$ cat config.mk
export PLATFORM = sky130hd
export DESIGN_NAME = raster_traverse
export DESIGN_NICKNAME = d
export VERILOG_FILES = /design/src/rtl/raster_traverse_pkg.sv /design/src/rtl/raster_traverse_edge_stepper.sv /design/src/rtl/raster_traverse.sv
export SDC_FILE = /design/constraint.sdc
export NUM_CORES = 2
export LEC_CHECK = 0
export ABC_AREA = 1
export BUFFER_PORTS_ARGS = -buffer_cell sky130_fd_sc_hd__buf_2
export CAP_MARGIN = 25
export CORE_ASPECT_RATIO = 1.2
export CORE_UTILIZATION = 60
export CTS_CLUSTER_DIAMETER = 80
export DETAILED_ROUTE_END_ITERATION = 8
export HOLD_SLACK_MARGIN = 0.02
export MAX_ROUTING_LAYER = met4
export PLACE_DENSITY = 0.84
export SYNTH_ARGS = -nofsm -noshare
export SYNTH_HDL_FRONTEND = slang
export SYNTH_SLANG_ARGS = --single-unit
$ cat constraint.sdc
create_clock -name clk -period 9.8 [get_ports clk]
set_input_delay 0.98 -clock clk [delete_from_list [all_inputs] [get_ports clk]]
set_output_delay 0.98 -clock clk [all_outputs]
set_load 0.05 [all_outputs]
$ cat src/rtl/raster_traverse_pkg.sv
// raster_pkg: shared widths, screen limits and FSM encoding for the rasteriser
package raster_pkg;
  localparam int EW = 20;
  localparam int SCREEN_W = 320;
  localparam int SCREEN_H = 240;
  typedef logic signed [EW-1:0] edge_acc_t;
  typedef enum logic [1:0] {IDLE, MUL, INIT, SCAN} raster_state_t;
endpackage

$ cat src/rtl/raster_traverse_edge_stepper.sv
// edge_stepper: incremental evaluator for one edge function across a raster scan
module edge_stepper import raster_pkg::*; #(
  parameter int W = EW
) (
  input  logic                clk,
  input  logic                rst,
  input  logic                i_load,
  input  logic signed [W-1:0] i_load_val,
  input  logic signed [8:0]   i_a,
  input  logic signed [8:0]   i_b,
  input  logic                i_step_x,
  input  logic                i_step_y,
  output logic signed [W-1:0] o_cur,
  output logic                o_neg
);
  logic signed [W-1:0] r_row, r_cur, w_a, w_b;
  assign w_a = {{(W-9){i_a[8]}}, i_a};
  assign w_b = {{(W-9){i_b[8]}}, i_b};
  // Row start value steps by B on a new row; the running value steps by A along x
  always_ff @(posedge clk)
    if (rst) begin
      r_row <= '0;
      r_cur <= '0;
    end else if (i_load) begin
      r_row <= i_load_val;
      r_cur <= i_load_val;
    end else if (i_step_y) begin
      r_row <= r_row + w_b;
      r_cur <= r_row + w_b;
    end else if (i_step_x)
      r_cur <= r_cur + w_a;
  assign o_cur = r_cur;
  assign o_neg = r_cur[W-1];
endmodule

$ cat src/rtl/raster_traverse.sv
// raster_traverse: walks a triangle's bounding box and emits covered pixels; RASTER_BOTH_WINDING_EN also accepts all-nonpositive edges
module raster_traverse import raster_pkg::*; #(
  parameter int EW = raster_pkg::EW
) (
  input  logic               clk,
  input  logic               rst,
  input  logic               i_tri_start,
  input  logic signed [8:0]  i_a1,
  input  logic signed [8:0]  i_a2,
  input  logic signed [8:0]  i_a3,
  input  logic signed [8:0]  i_b1,
  input  logic signed [8:0]  i_b2,
  input  logic signed [8:0]  i_b3,
  input  logic signed [16:0] i_c1,
  input  logic signed [16:0] i_c2,
  input  logic signed [16:0] i_c3,
  input  logic [8:0]         i_bbxi,
  input  logic [8:0]         i_bbxf,
  input  logic [7:0]         i_bbyi,
  input  logic [7:0]         i_bbyf,
  output logic               o_busy,
  output logic               o_pix_valid,
  input  logic               i_pix_ready,
  output logic [8:0]         o_pix_x,
  output logic [7:0]         o_pix_y,
  output logic               o_tri_done
);
  raster_state_t r_state, w_next;
  logic signed [8:0] r_a [3], r_b [3], w_ia [3], w_ib [3];
  logic signed [16:0] r_c [3], w_ic [3];
  logic signed [EW-1:0] r_pa [3], r_pb [3], w_cur [3];
  logic [8:0] r_bxi, r_bxf, r_x;
  logic [7:0] r_byi, r_byf, r_y;
  logic [2:0] w_neg;
  logic w_empty, w_cov, w_adv, w_row_end, w_last, w_done, r_tri_done;
  assign w_ia = '{i_a1, i_a2, i_a3};
  assign w_ib = '{i_b1, i_b2, i_b3};
  assign w_ic = '{i_c1, i_c2, i_c3};
  assign w_empty = r_bxi > r_bxf || r_byi > r_byf;
  assign w_row_end = r_x == r_bxf;
  assign w_last = w_row_end && r_y == r_byf;
`ifdef RASTER_BOTH_WINDING_EN
  logic [2:0] w_zero;
  assign w_zero = {w_cur[2] == '0, w_cur[1] == '0, w_cur[0] == '0};
  assign w_cov = ~|w_neg || &(w_neg | w_zero);
`else
  assign w_cov = ~|w_neg;
`endif
  assign o_pix_valid = r_state == SCAN && w_cov;
  assign w_adv = r_state == SCAN && (!w_cov || i_pix_ready);
  assign o_busy = r_state != IDLE;
  assign o_pix_x = r_x;
  assign o_pix_y = r_y;
  assign o_tri_done = r_tri_done;
  // State register and the registered end-of-triangle pulse
  always_ff @(posedge clk) begin
    r_state <= rst ? IDLE : w_next;
    r_tri_done <= !rst && w_done;
  end
  // Next state; done fires on an empty box or on leaving the last position
  always_comb begin
    w_next = r_state;
    w_done = 1'b0;
    case (r_state)
      IDLE: if (i_tri_start) w_next = MUL;
      MUL: w_next = INIT;
      INIT: begin
        w_next = w_empty ? IDLE : SCAN;
        w_done = w_empty;
      end
      SCAN: if (w_adv && w_last) begin
        w_next = IDLE;
        w_done = 1'b1;
      end
    endcase
  end
  // Capture the triangle only when idle, so a stray start mid-scan is ignored
  always_ff @(posedge clk)
    if (r_state == IDLE && i_tri_start) begin
      r_a <= w_ia;
      r_b <= w_ib;
      r_c <= w_ic;
      r_bxi <= i_bbxi;
      r_bxf <= i_bbxf;
      r_byi <= i_bbyi;
      r_byf <= i_bbyf;
    end
  // Box-origin products, registered so the multipliers stay off the init add path
  always_ff @(posedge clk)
    if (r_state == MUL)
      for (int k = 0; k < 3; k++) begin
        r_pa[k] <= EW'(r_a[k]) * $signed({{(EW-9){1'b0}}, r_bxi});
        r_pb[k] <= EW'(r_b[k]) * $signed({{(EW-8){1'b0}}, r_byi});
      end
  // Raster position: x fastest, wrapping to the box start at each row end
  always_ff @(posedge clk)
    if (rst) begin
      r_x <= '0;
      r_y <= '0;
    end else if (r_state == INIT) begin
      r_x <= r_bxi;
      r_y <= r_byi;
    end else if (w_adv) begin
      r_x <= w_row_end ? r_bxi : r_x + 9'd1;
      r_y <= w_row_end ? r_y + 8'd1 : r_y;
    end
  for (genvar k = 0; k < 3; k++) begin : g_edge
    edge_stepper #(.W(EW)) u_step (
      .clk        (clk),
      .rst        (rst),
      .i_load     (r_state == INIT),
      .i_load_val (r_pa[k] + r_pb[k] + EW'(r_c[k])),
      .i_a        (r_a[k]),
      .i_b        (r_b[k]),
      .i_step_x   (w_adv && !w_row_end),
      .i_step_y   (w_adv && w_row_end && r_y != r_byf),
      .o_cur      (w_cur[k]),
      .o_neg      (w_neg[k])
    );
  end
endmodule

==> results_dict.tcl <==
set metrics [dict create \
    status "complete, but fails checks" \
    violations "design-rule violations" \
    cellLeakagePower_nw 25.52 \
    grt_pass1_vias 37500 \
    worstPathRequired_ns 10.15 \
    drive_above_1_share_pct 5.512 \
    synthArstFlopShare_pct 0 \
    clock_sinks 390 \
    dpl.cell_count 6582 \
    ys_seq_elements 390 \
    fin_tns_setup_ns 0 \
    yosysSeqAreaShare_pct 23.79 \
    tightestPinTransition_ns 1.034 \
    critPathKind "flop to flop" \
    drt_iter0_markers 3305 \
    htreeDepth 2 \
    cts_tree "yes" \
    crit_top_cell "fa_1" \
    timing.slew.headroom_pct 31.08 \
    skew_ns 0.03711 \
    synth_edf_count 250 \
    setup_viol_count_final 0 \
    syn_inst 5633 \
    ys_warn_count 0 \
    numCtsBuffers 50 \
    detailedPlace.worstSlack_ns 4.532 \
    syn-mean-instance-area_um2 7.693 \
    grt_max_degree 141 \
    die_width_um 247.3 \
    coreArea_um2 71220 \
    io_buffers 162 \
    antenna_found_initial 9 \
    yosys.cell_types.count 51 \
    initial_utilization_pct 60.84 \
    via_per_inst 5.640 \
    fin_cells 6684 \
    critPathMaxStageDelay_ns 0.71 \
    crit_path_max_fanout 18 \
    drc_errors 16 \
    grt_usage_pct 35.81 \
    syn_nets 6632 \
    nets 6708 \
    power_mw 12.81 \
    clk_latency_ns 0.63 \
    dieArea_um2 73310 \
    finalCriticalPeriod_ns 5.393 \
    grt_pass1_wl_um 196600 \
    path_cells "buf_4 -> nand2_1 -> fa_1 -> inv_1 -> fa_1 -> inv_1 -> fa_1 -> inv_1 -> fa_1 -> fa_1 -> ha_1 -> nand2_1 -> a21oi_1 -> a211oi_1 -> nand2_1 -> a21oi_1 -> o21ai_0 -> xor2_1" \
    cp-start-kind "flop" \
    io_pins 163 \
    cts_root_buf "clkbuf_16" \
    worst_path_max_delay_cell "edfxtp_1" \
    fp.dieH_um 296.4 \
    ant_nets 0 \
    ir_drop_v 0.0002628 \
    hold_class "flop to flop" \
    clk_path_buf_depth 3 \
    dp_hpwl_um 97030 \
    final_area_um2 46640 \
    wl_per_cell_um 18.89 \
    wl_um 126300 \
    dr_total_vias 37700 \
    max_freq_mhz 185.4 \
    overflow 0 \
    drv_slew 0 \
    end_kind "flop" \
    clk_pin_slew_ns 0.07 \
    netlist_area_um2 43330 \
    postCtsHoldBufs 0 \
    cp.arrival_ns 5.75 \
    rsz0062_at_grt "false" \
    post_cts_resized 0 \
    dr.pass1.iters 9 \
    area_growth_pct 7.623 \
    gp_congestion 1.017 \
    cts_setup_buffers 0 \
    yosys_most_used_dff "edfxtp_1" \
    final.setup.worst_slack_ns 4.407 \
    finalHoldViolCount 0 \
    drv_cap 0 \
    rows 107 \
    placed_area_um2 44810 \
    p_per_area_nw_per_um2 274.7 \
    period_share_pct 55.03 \
]
worst max-delay path, delay by kind of cell (launching register included):
kind | cells | cell delay (ns)
DFF | 1 | 0.71
AOI/OAI and AO/OA | 4 | 0.62
xor gates and xnor gates | 1 | 0.16
and+or+nand+nor | 3 | 0.32
adders and majority gates | 6 | 2.78
buffers and inverters | 4 | 0.52
state kept, by name (all words and copies together), names as in the netlist, 2 cells and up:
signal and cells:
g_edge.u_step.o_cur 60, g_edge.u_step.r_row 60, r_pa 57, r_pb 54, r_c 51, r_a 27, r_b 27, o_pix_x 9
r_bxf 9, r_bxi 9, o_pix_y 8, r_byf 8, r_byi 8, r_state 2
power breakdown:
part	internal [mW]	switching (mW)
logic	3.06	5.07
clock network	1.16	0.858
registers	2.33	0.335
layer usage:
layer	wire, µm	global-route usage [%]	share of wire [%]	up-vias
li1	-	-	-	17820
met1	47580	42.35	38	17860
met2	60410	59.06	48	1631
met3	10350	4.899	8.2	386
met4	7929	19.44	6.3	0
met5	0	-	0	-
stage by stage:
stage	hold slack, ns	util (%)
floorplan	0.4484	-
global placement	0.4567	62.92
detailed placement	0.4632	62.92
CTS	0.4727	65.42
global route	0.4918	65.48
finish	0.4751	65.48
cell type report:
type | count | area (µm²)
antenna | 7 | 17.52
clock buffer | 55 | 1334
multi-input combinational | 3917 | 27960
fill | 5971 | 24590
timing repair buffer | 191 | 1061
tap | 926 | 1159
sequential | 390 | 10310
inverter | 1159 | 4350
clock inverter | 39 | 447.9
logic make-up (layout without fill, tap and decap cells):
group	Yosys count	in the layout	share of synthesized area, %
AND/OR/NAND/NOR	2241	2241	21.35
buffers and inverters	1326	1444	11.74
adder cells (fa/ha/maj)	856	856	31.58
AO/OA/AOI/OAI	652	652	8.145
flip-flops	390	390	23.79
XOR/XNOR	167	167	3.375
multiplexers	1	1	0.02310
other	0	7	0
synth_stat cells, drive strengths merged (3+ instances only):
cell	n	share of area (%)
a211oi	6	0.10
a21boi	3	0.052
a21o	19	0.33
a21oi	318	3.7
a31oi	30	0.43
and2	17	0.25
buf	54	0.69
clkbuf	113	1.0
dfxtp	140	6.5
edfxtp	250	17
fa	396	18
ha	460	13
inv	1158	10
nand2	1429	12
nand3	311	3.6
nand3b	38	0.66
nand4	40	0.58
nor2	349	3.1
nor3	29	0.33
nor4	7	0.10
o2111ai	3	0.061
o211a	3	0.069
o211ai	10	0.17
o21a	8	0.14
o21ai	218	2.5
o21bai	25	0.43
or2	21	0.30
xnor2	69	1.4
xor2	98	2.0
final timing paths:
check                                  from                         to  slack [ns]  cells after the start
hold reg to reg   g_edge[0].u_step.r_row[0]  g_edge[0].u_step.r_row[0]        0.48                      2
setup / recovery                   r_bxi[7]                r_pa[0][16]        4.41                     18
setup reg to reg                   r_bxi[7]                r_pa[0][16]        4.41                     18
hold / removal    g_edge[0].u_step.r_row[0]  g_edge[0].u_step.r_row[0]        0.48                      2
cell usage in the layout (no fill, tap or decap), types with 6 or more instances in the layout:
cell           n
nand2_1     1425
inv_1       1150
ha_1         460
fa_1         396
nor2_1       342
a21oi_1      318
nand3_1      309
edfxtp_1     250
o21ai_0      201
buf_2        162
dfxtp_1      140
xor2_1        98
xnor2_1       69
clkbuf_16     53
nand4_1       40
nand3b_1      38
a31oi_1       30
nor3_1        29
buf_4         27
o21bai_1      25
a21o_1        19
o21ai_1       17
or2_2         16
and2_1        15
o211ai_1      10
o21a_1         8
inv_2          8
inv_6          8
diode_2        7
nor4_1         7
a211oi_1       6
clkinv_1       6
bufinv_16      6
clkinvlp_4     6
(Power assumes the default switching activity.)
